## src/rtl/regfile_wb_arbiter.sv

```systemverilog
// Round-robin arbiter merging two writeback requesters into one registered register-file write port.
// Latency 1 (handshake at t -> rf write at t+1); the losing requester simply sees ready low and holds its request.
module regfile_wb_arbiter #(
    parameter int N = 5,
    parameter int M = 32
) (
    input  logic         clk,
    input  logic         reset,
    input  logic         a_valid,
    input  logic [N-1:0] a_addr,
    input  logic [M-1:0] a_data,
    output logic         a_ready,
    input  logic         b_valid,
    input  logic [N-1:0] b_addr,
    input  logic [M-1:0] b_data,
    output logic         b_ready,
    output logic         rf_we,
    output logic [N-1:0] rf_wa,
    output logic [M-1:0] rf_wd,
    input  logic [N-1:0] rd_a1,
    input  logic [N-1:0] rd_a2,
    output logic         fwd1,
    output logic         fwd2,
    output logic [M-1:0] fwd_data,
    output logic         haz1,
    output logic         haz2
);

    logic         r_last_b;
    logic         r_we;
    logic [N-1:0] r_wa;
    logic [M-1:0] r_wd;
    logic         w_grant_a;
    logic         w_grant_b;

    // On contention the requester not granted most recently wins.
    assign w_grant_a = !reset && a_valid && (!b_valid || r_last_b);
    assign w_grant_b = !reset && b_valid && (!a_valid || !r_last_b);

    assign a_ready = w_grant_a;
    assign b_ready = w_grant_b;

    always_ff @(posedge clk) begin
        if (reset) begin
            r_we     <= 1'b0;
            r_wa     <= '0;
            r_wd     <= '0;
            r_last_b <= 1'b1;
        end else if (w_grant_a) begin
            r_we     <= (a_addr != '0);
            r_wa     <= a_addr;
            r_wd     <= a_data;
            r_last_b <= 1'b0;
        end else if (w_grant_b) begin
            r_we     <= (b_addr != '0);
            r_wa     <= b_addr;
            r_wd     <= b_data;
            r_last_b <= 1'b1;
        end else begin
            r_we     <= 1'b0;
        end
    end

    assign rf_we    = r_we;
    assign rf_wa    = r_wa;
    assign rf_wd    = r_wd;
    assign fwd_data = r_wd;

    assign fwd1 = r_we && (rd_a1 != '0) && (rd_a1 == r_wa);
    assign fwd2 = r_we && (rd_a2 != '0) && (rd_a2 == r_wa);

    // Any in-flight request to the read address is a hazard, granted or not.
    assign haz1 = (rd_a1 != '0) &&
                  ((a_valid && (a_addr == rd_a1)) || (b_valid && (b_addr == rd_a1)));
    assign haz2 = (rd_a2 != '0) &&
                  ((a_valid && (a_addr == rd_a2)) || (b_valid && (b_addr == rd_a2)));

endmodule

```

## config.mk

```make
export PLATFORM = sky130hd
export DESIGN_NAME = regfile_wb_arbiter
export DESIGN_NICKNAME = d
export VERILOG_FILES = /design/src/rtl/regfile_wb_arbiter.sv
export SDC_FILE = /design/constraint.sdc
export NUM_CORES = 1
export LEC_CHECK = 0
export CAP_MARGIN = 0
export CORE_MARGIN = 5
export CORE_UTILIZATION = 32
export CTS_CLUSTER_DIAMETER = 100
export CTS_CLUSTER_SIZE = 8
export DETAILED_ROUTE_END_ITERATION = 6
export GPL_TIMING_DRIVEN = 0
export MAX_ROUTING_LAYER = met4
export PLACE_DENSITY = 0.81
export SYNTH_ARGS = -nofsm -noshare
export SYNTH_HDL_FRONTEND = slang
export SYNTH_SLANG_ARGS = --single-unit
```

## constraint.sdc

```tcl
create_clock -name clk -period 1.2 [get_ports clk]
set_input_delay 0.3 -clock clk [delete_from_list [all_inputs] [get_ports clk]]
set_output_delay 0.3 -clock clk [all_outputs]
set_load 0.02 [all_outputs]
```

==> flow_metrics.tcl, run 1 <==
set metrics [dict create \
    first_iter_violations 76 \
    setup_tns_ps -6600 \
    total_leakage_power_nw 2.04 \
    crit_fanout 4 \
    maxSlewViolCount 0 \
    io_buffers 163 \
    syn_area_per_cell_sq_um 7.90 \
    max_cap_viol_count 0 \
    swShare_pct 32.4 \
    via_count 2763 \
    rows 31 \
    relSlewSlack_pct 83.5 \
    finClkSkew_ps 4.73 \
    final_design_area_no_fill_sq_um 4590 \
    routed_via_density 4.71 \
    place_ws_ps -1400 \
    yosys_warnings 0 \
    cts_max_path_buffers 2 \
    grt-ovfl-total 0 \
    synthCells 295 \
    finalCritPeriodShare_pct 137 \
    yosysMostFrequentCell "nand2_1" \
    drive_gt1_share_pct 51.8 \
    hold_path_class "primary input to flip-flop" \
    area_delta_synth_final_pct 97.2 \
    htree_levels 2 \
    start_kind "flip-flop" \
    powerDensity_nw_per_um2 944 \
    grt_usage_pct 20.7 \
    drc 0 \
    finalHoldViolCount 0 \
    die_w_microns 95.3 \
    routed_wl_mm 9.62 \
    place_hpwl_mm 6.91 \
    pwr-share-clk_pct 22.8 \
    arrival_ps 1340 \
    worst_slack_ps -438 \
    setup_viol 38 \
    violations "setup timing" \
    ant_nets 0 \
    yosys-top-cells-area "dfxtp_1 34%, nand2_1 18%, buf_4 11%, o211ai_1 9.3%, xor2_1 7.5%" \
    synth_commonest_cells "113 x nand2_1, 39 x dfxtp_1, 33 x buf_4" \
    syn_area_sq_um 2330 \
    die-area_sq_um 9090 \
    grt_setup_unrepaired "yes" \
    cts_hold_buffers 0 \
    synth_seq_area_share_pct 33.5 \
    synthFlopType "dfxtp_1" \
    layout.cells.non_filler 587 \
    synth_fp_nets 383 \
    place.gp.congestion 0.924 \
    total_power_mw 4.34 \
    synth-edff-count 0 \
    netlist.area_leader.share_pct 33.5 \
    grt_pass1_wl_mm 14.1 \
    grt_pass1_vias 2822 \
    tightest_slew_ps 247 \
    grt_max_degree 12 \
    multiInputGateArea_sq_um 1390 \
    cts_root_buf "clkbuf_8" \
    antenna_found_initial 0 \
    num-nets-final 575 \
    diodes 0 \
    crit_type "flip-flop to primary output" \
    p_comb_share_pct 41.0 \
    p_switching_mw 1.40 \
    n_fill_cell 609 \
    post_drt_wl_per_cell_microns 16.4 \
    status "finished, violations left" \
    regArea_sq_um 838 \
    ys_types 23 \
    max_freq_ghz 0.610 \
    yosys.area.top_type "dfxtp_1" \
    clock_latency_ps 290 \
    cts_tree "done" \
    cts_made_buffers 5 \
    first_pass_iters 4 \
    io_pins 164 \
    clock_sinks 39 \
    async_flop_share_pct 0 \
    detailed_place.area_sq_um 4160 \
    ys_ff_latch 39 \
    placed_cells 557 \
    ir_drop_mv 0.476 \
    holdWs_ps 258 \
    power_frac_seq_pct 36.1 \
    intPower_mw 2.93 \
    path_clk_slew_ps 70 \
    finish.utilization_pct 64.0 \
    start_util_pct 32.5 \
    required_ps 900 \
    period_needed_ps 1640 \
    endpoint_kind "primary output" \
    dieHeight_microns 95.3 \
    core_area_sq_um 7180 \
]
## critical path, cell delays in order (launching register included)
cell and delay [ps]:
dfxtp_4 370, xnor2_2 140, nand4_1 160, nor4_4 190
buf_4 190
## sequential cells by signal, indices dropped and copies added, names as in the netlist
signal,count
rf_wa,5
r_last_b,1
fwd_data,32
rf_we,1
## final cells by class
type | count | share of cell area, %
tap | 99 | 2.70
multi-input combinational | 210 | 30.2
sequential | 39 | 18.3
clock buffer | 8 | 2.18
buffer | 38 | 7.14
timing repair buffer | 193 | 39.5
## layer usage
| metal | up-vias | GRT usage, % | part of all wire [%] | wire length, microns |
|---|---|---|---|---|
| li1 | 1345 | - | - | - |
| met1 | 1285 | 23.3 | 38 | 3630 |
| met2 | 119 | 37.3 | 53 | 5070 |
| met3 | 14 | 3.79 | 7.6 | 735 |
| met4 | 0 | 6.01 | 1.9 | 182 |
| met5 | - | - | 0 | 0 |
## logic make-up (layout without fill, tap and decap cells)
logic type / after synthesis / in the layout / synth area share (%)
AND/OR/NAND/NOR: 138 / 138 / 26.0
AO/OA/AOI/OAI: 42 / 42 / 14.7
flip-flops: 39 / 39 / 33.5
XOR/XNOR: 30 / 30 / 11.3
buffers and inverters: 46 / 239 / 14.5
## power groups by stage
| stage | Sequential (mW) | Clock [mW] | Combinational (mW) |
|---|---|---|---|
| after CTS | 1.56 | 1.01 | 1.64 |
| final | 1.57 | 0.990 | 1.78 |
| after global routing | 1.59 | 1.07 | 1.88 |
| after detailed placement | 1.57 | 0 | 1.67 |
| after floorplan | 1.69 | 0 | 0.644 |
| after global placement | 1.56 | 0 | 1.64 |
## placed cells by master, fill, tap and decap left out, drive strengths merged, types with 3 or more instances in the layout
cell type	instances
buf	165
clkbuf	8
clkdlybuf4s50	64
dfxtp	39
nand2	113
nand3	4
nor2	4
nor4	6
o211ai	37
o21ai	3
or4	4
xnor2	10
xor2	20
## final timing paths
kind / startpoint / endpoint / slack [ps] / depth (start not counted)
worst max-delay path: rf_wa[0] / fwd1 / -440 / 4
worst min-delay path: a_addr[0] / rf_wa[0] / 260 / 3
worst max register to register: r_last_b / fwd_data[23] / -200 / 9
worst min register to register: fwd_data[28] / fwd_data[28] / 470 / 2
## timing repair
action | CTS | global route
setup buffers | 15 | 14
pin swaps | 22 | 25
gates resized for setup | 491 | 115
cloned | 4 | 0
setup endpoints to repair | 114 | 88
endpoints found under the hold margin | 0 | 0
Power figures use the tool's default switching activity.
==> inputs of run 2 (changes only) <==
CORE_ASPECT_RATIO = 1.1   (was unset)
==> run 2 against run 1 <==
Against the previous run:
- the run still ends with setup timing left
- largest power group unchanged
- highest routed layer unchanged
- hold slack worse by 5.7 ps
- sequential power about the same
- sequential share of layout area down 0.054 points
==> flow_metrics.tcl, run 2 (synthesis results as in run 1) <==
set metrics [dict create \
    finClkSkew_ps 5.82 \
    swShare_pct 32.0 \
    crit_fanout 4 \
    clock_latency_ps 290 \
    crit_type "flip-flop to primary output" \
    die_w_microns 91.4 \
    drc 0 \
    rr_startpoint "r_last_b" \
    grt_setup_unrepaired "yes" \
    regArea_sq_um 831 \
    startpoint "rf_wa[4]" \
    ir_drop_mv 0.726 \
    violations "setup timing" \
    post_drt_wl_per_cell_microns 15.8 \
    worst_slack_ps -463 \
    io_buffers 163 \
    start_util_pct 33.1 \
    total_power_mw 4.45 \
    p_comb_share_pct 39.8 \
    grt-ovfl-total 0 \
    ant_nets 0 \
    pwr-share-clk_pct 25.1 \
    relSlewSlack_pct 82.6 \
    die-area_sq_um 9090 \
    intPower_mw 3.03 \
    multiInputGateArea_sq_um 1380 \
    path_clk_slew_ps 80 \
    grt_usage_pct 19.3 \
    tightest_slew_ps 261 \
    area_delta_synth_final_pct 96.0 \
    place.gp.congestion 0.805 \
    required_ps 900 \
    met2_usage_pct 35.0 \
    n_fill_cell 610 \
    first_pass_iters 4 \
    largest_reg_flops 32 \
    routed_via_density 4.75 \
    cts_tree "done" \
    max_freq_ghz 0.601 \
    endpoint_kind "primary output" \
    htree_levels 2 \
    cts_max_path_buffers 2 \
    arrival_ps 1360 \
    first_iter_violations 45 \
    start_kind "flip-flop" \
    grt_pass1_vias 2771 \
    dieHeight_microns 99.5 \
    final_common_cell "nand2_1" \
    hold_path_class "primary input to flip-flop" \
    routed_wl_mm 9.06 \
    antenna_found_initial 0 \
    status "finished, violations left" \
    via_count 2723 \
    finalCritPeriodShare_pct 139 \
    min_from "a_addr[1]" \
    max_cap_viol_count 0 \
    power_frac_seq_pct 35.1 \
    setup_viol 38 \
    grt_max_degree 14 \
    num-nets-final 575 \
    maxSlewViolCount 0 \
    p_switching_mw 1.42 \
    cts_root_buf "clkbuf_8" \
    finalHoldViolCount 0 \
    grtUsageMet1_pct 22.5 \
    core_area_sq_um 7050 \
    groute.layer.met3.usage_pct 3.78 \
    setup_tns_ps -5040 \
    total_leakage_power_nw 2.05 \
    drive_gt1_share_pct 51.8 \
    clock_sinks 39 \
    powerDensity_nw_per_um2 975 \
    io_pins 164 \
    rows 32 \
    place_hpwl_mm 6.75 \
    cts_made_buffers 5 \
    grt_pass1_wl_mm 14.0 \
    busiest_layer "met2" \
    mostFrequentLayoutCells "96 x nand2_1, 64 x clkdlybuf4s50_1, 53 x buf_6, 51 x buf_2, 44 x buf_4" \
    period_needed_ps 1660 \
    diodes 0 \
]
==> run 2: changes by cell type in the layout (fill, tap and decap cells not counted), moves of 5 or more <==
cell,before,now
buf_2,45,51
buf_4,50,44
buf_6,58,53
nand2_1,101,96
==> run 2: through the flow <==
stage	hold WS [ps]	setup WS [ps]	utilization, %	std cells	instance area (sq um)
after global placement	474	-1380	58.8	543	4140
after detailed placement	484	-1410	58.8	543	4140
final	252	-463	64.8	573	4570
after global routing	259	-543	64.8	573	4570
after floorplan	401	-174	-	295	2400
after CTS	250	-477	62.6	568	4410
==> run 2: final cells by class <==
cell class / instances / share of cell area [%]
clock buffer: 5 / 1.51
sequential: 39 / 18.2
clock inverter: 3 / 0.959
tap: 85 / 2.33
multi-input combinational: 210 / 30.1
timing repair buffer: 194 / 39.7
buffer: 37 / 7.21
==> run 2: per-layer routing <==
layer | vias up | wire length, microns
li1 | 1338 | -
met1 | 1291 | 3660
met2 | 88 | 4890
met3 | 6 | 451
met4 | 0 | 49
met5 | - | 0
==> run 2: critical path: stages (launching register included) <==
cell and delay [ps]:
dfxtp_4 380, xnor2_2 170, nand4_1 160, nor4_4 170
buf_4 190
==> run 2: worst paths after layout <==
check | slack [ps] | depth (start not counted) | endpoint
hold / removal | 250 | 3 | rf_wa[1]
setup reg to reg | -140 | 8 | fwd_data[23]
setup / recovery | -460 | 4 | fwd1
hold reg to reg | 480 | 2 | fwd_data[14]
==> run 2: what timing repair did <==
item,4_1_cts,5_1_grt
setup buffers,19,11
hold buffers,0,0
pin swaps,53,26
setup endpoints to repair,114,70
gates cloned,3,0
resized for setup,529,63
==> run 2: power by group through the flow <==
stage	Sequential [mW]	Combinational (mW)	Clock, mW
2_1_floorplan	1.69	0.644	0
3_3_place_gp	1.56	1.64	0
3_5_place_dp	1.57	1.66	0
4_1_cts	1.56	1.71	1.14
5_1_grt	1.58	1.88	1.18
6_report	1.56	1.77	1.12
==> inputs of run 3 (changes only) <==
HOLD_SLACK_MARGIN = 0.12   (was unset)
SKIP_CTS_REPAIR_TIMING = 1   (was unset)
SLEW_MARGIN = 20   (was unset)
==> run 3 against run 2 <==
Against the previous run:
- the flow still finishes with violations (setup timing)
- critical endpoint is now a_ready
- core utilization increased by 1.9 points
- first-iteration DRC count grew 33%
- routed wire length fell by 1.1%
- clock skew fell by 1.5 ps
- sequential power is essentially flat
- register-to-register slack worse by 300 ps
- global-route usage fell by 1.6 points
- count of clock-buffer cells in the layout stayed put
- final cell count up 0.35%
==> flow_metrics.tcl, run 3 (synthesis results as in run 1) <==
set metrics [dict create \
    finalHoldViolCount 0 \
    crit_type "flip-flop to primary output" \
    period_needed_ps 1690 \
    grt_max_degree 14 \
    clock_sinks 39 \
    grt_pass1_wl_mm 13.0 \
    ir_drop_mv 0.594 \
    dieHeight_microns 99.5 \
    placed_cells 543 \
    powerDensity_nw_per_um2 955 \
    finClkSkew_ps 4.31 \
    first_iter_violations 60 \
    routed_wl_mm 8.96 \
    area_delta_synth_final_pct 102 \
    total_power_mw 4.48 \
    crit_path_max_incr_delay_ps 360 \
    endpoint_kind "primary output" \
    slowest_stage "dfxtp_2" \
    maxSlewViolCount 0 \
    final_common_cell "nand2_1" \
    arrival_ps 1390 \
    drive_gt1_share_pct 46.3 \
    via_count 2709 \
    place_hpwl_mm 6.75 \
    start_kind "flip-flop" \
    diodes 0 \
    place.gp.congestion 0.805 \
    post_drt_wl_per_cell_microns 15.6 \
    finalCritPeriodShare_pct 140 \
    cts_made_buffers 5 \
    setup_viol 34 \
    worst_slack_ps -485 \
    path_clk_slew_ps 80 \
    rows 32 \
    routed_via_density 4.71 \
    mostFrequentLayoutCells "102 x nand2_1, 68 x buf_6, 64 x clkdlybuf4s50_1, 37 x dfxtp_2, 35 x buf_4" \
    cts_tree "done" \
    final_design_area_no_fill_sq_um 4700 \
    detailed_place.area_sq_um 4140 \
    cts_root_buf "clkbuf_8" \
    status "finished, violations left" \
    crit_chain "nor2b_4 -> nor3b_4 -> buf_6 -> buf_12 -> buf_8" \
    max_cap_viol_count 0 \
    start_util_pct 33.1 \
    tightest_slew_ps 453 \
    crit_fanout 10 \
    num-nets-final 577 \
    clock_latency_ps 290 \
    largest_reg_flops 32 \
    io_buffers 163 \
    core_area_sq_um 7050 \
    io_pins 164 \
    grt_usage_pct 17.7 \
    relSlewSlack_pct 69.8 \
    grt-ovfl-total 0 \
    max_freq_ghz 0.593 \
    hold_path_class "primary input to flip-flop" \
    first_pass_iters 4 \
    drc 0 \
    antenna_found_initial 0 \
    die-area_sq_um 9090 \
    cts_max_path_buffers 2 \
    htree_levels 2 \
    grt_pass1_vias 2622 \
    required_ps 900 \
    grt_setup_unrepaired "yes" \
    ant_nets 0 \
    violations "setup timing" \
    total_leakage_power_nw 2.28 \
    layout.cells.non_filler 575 \
    die_w_microns 91.4 \
]
-- run 3: stage by stage --
stage | TNS, ps | hold WS [ps] | setup WS [ps] | utilization (%)
floorplan | -730 | 401 | -174 | -
global placement | -40780 | 474 | -1380 | 58.8
detailed placement | -43090 | 484 | -1410 | 58.8
CTS | -54260 | 495 | -1420 | 60.4
global route | -14080 | 248 | -557 | 66.7
finish | -11890 | 244 | -485 | 66.7
-- run 3: final timing paths --
| check | slack, ps | to | cells after the start | from |
|---|---|---|---|---|
| worst min-delay path | 240 | rf_wa[0] | 3 | a_addr[0] |
| worst max register to register | -440 | rf_wa[4] | 10 | r_last_b |
| worst max-delay path | -490 | a_ready | 5 | r_last_b |
| worst min register to register | 480 | fwd_data[14] | 2 | fwd_data[14] |
-- run 3: layout make-up --
cell class              count  area (sq um)
clock inverters             3          43.8
multi-input cells         211          1340
plain buffers              41           349
flip-flops and latches     39           831
well taps                  85           106
repair buffers            191          1960
fillers                   591          2350
clock buffers               5          68.8
-- run 3: worst max-delay path: cells and delay by family (launching register included) --
family	cells	cell delay (ps)
buffers and inverters	3	450
and+or+nand+nor	2	290
DFF	1	360
-- run 3: metal layers --
layer  up-vias  wire (microns)  track usage (%)
li1       1341               -                -
met1      1262            3630             20.7
met2        94            4810             32.1
met3        12             421             3.18
met4         0             101             2.71
met5         -               0                -
-- run 3: power by group --
part,switching [mW],total (mW),leakage (nW),internal (mW)
registers,0.119,1.56,0.335,1.45
logic,0.798,1.80,1.88,1.01
clock network,0.497,1.12,0.0581,0.620
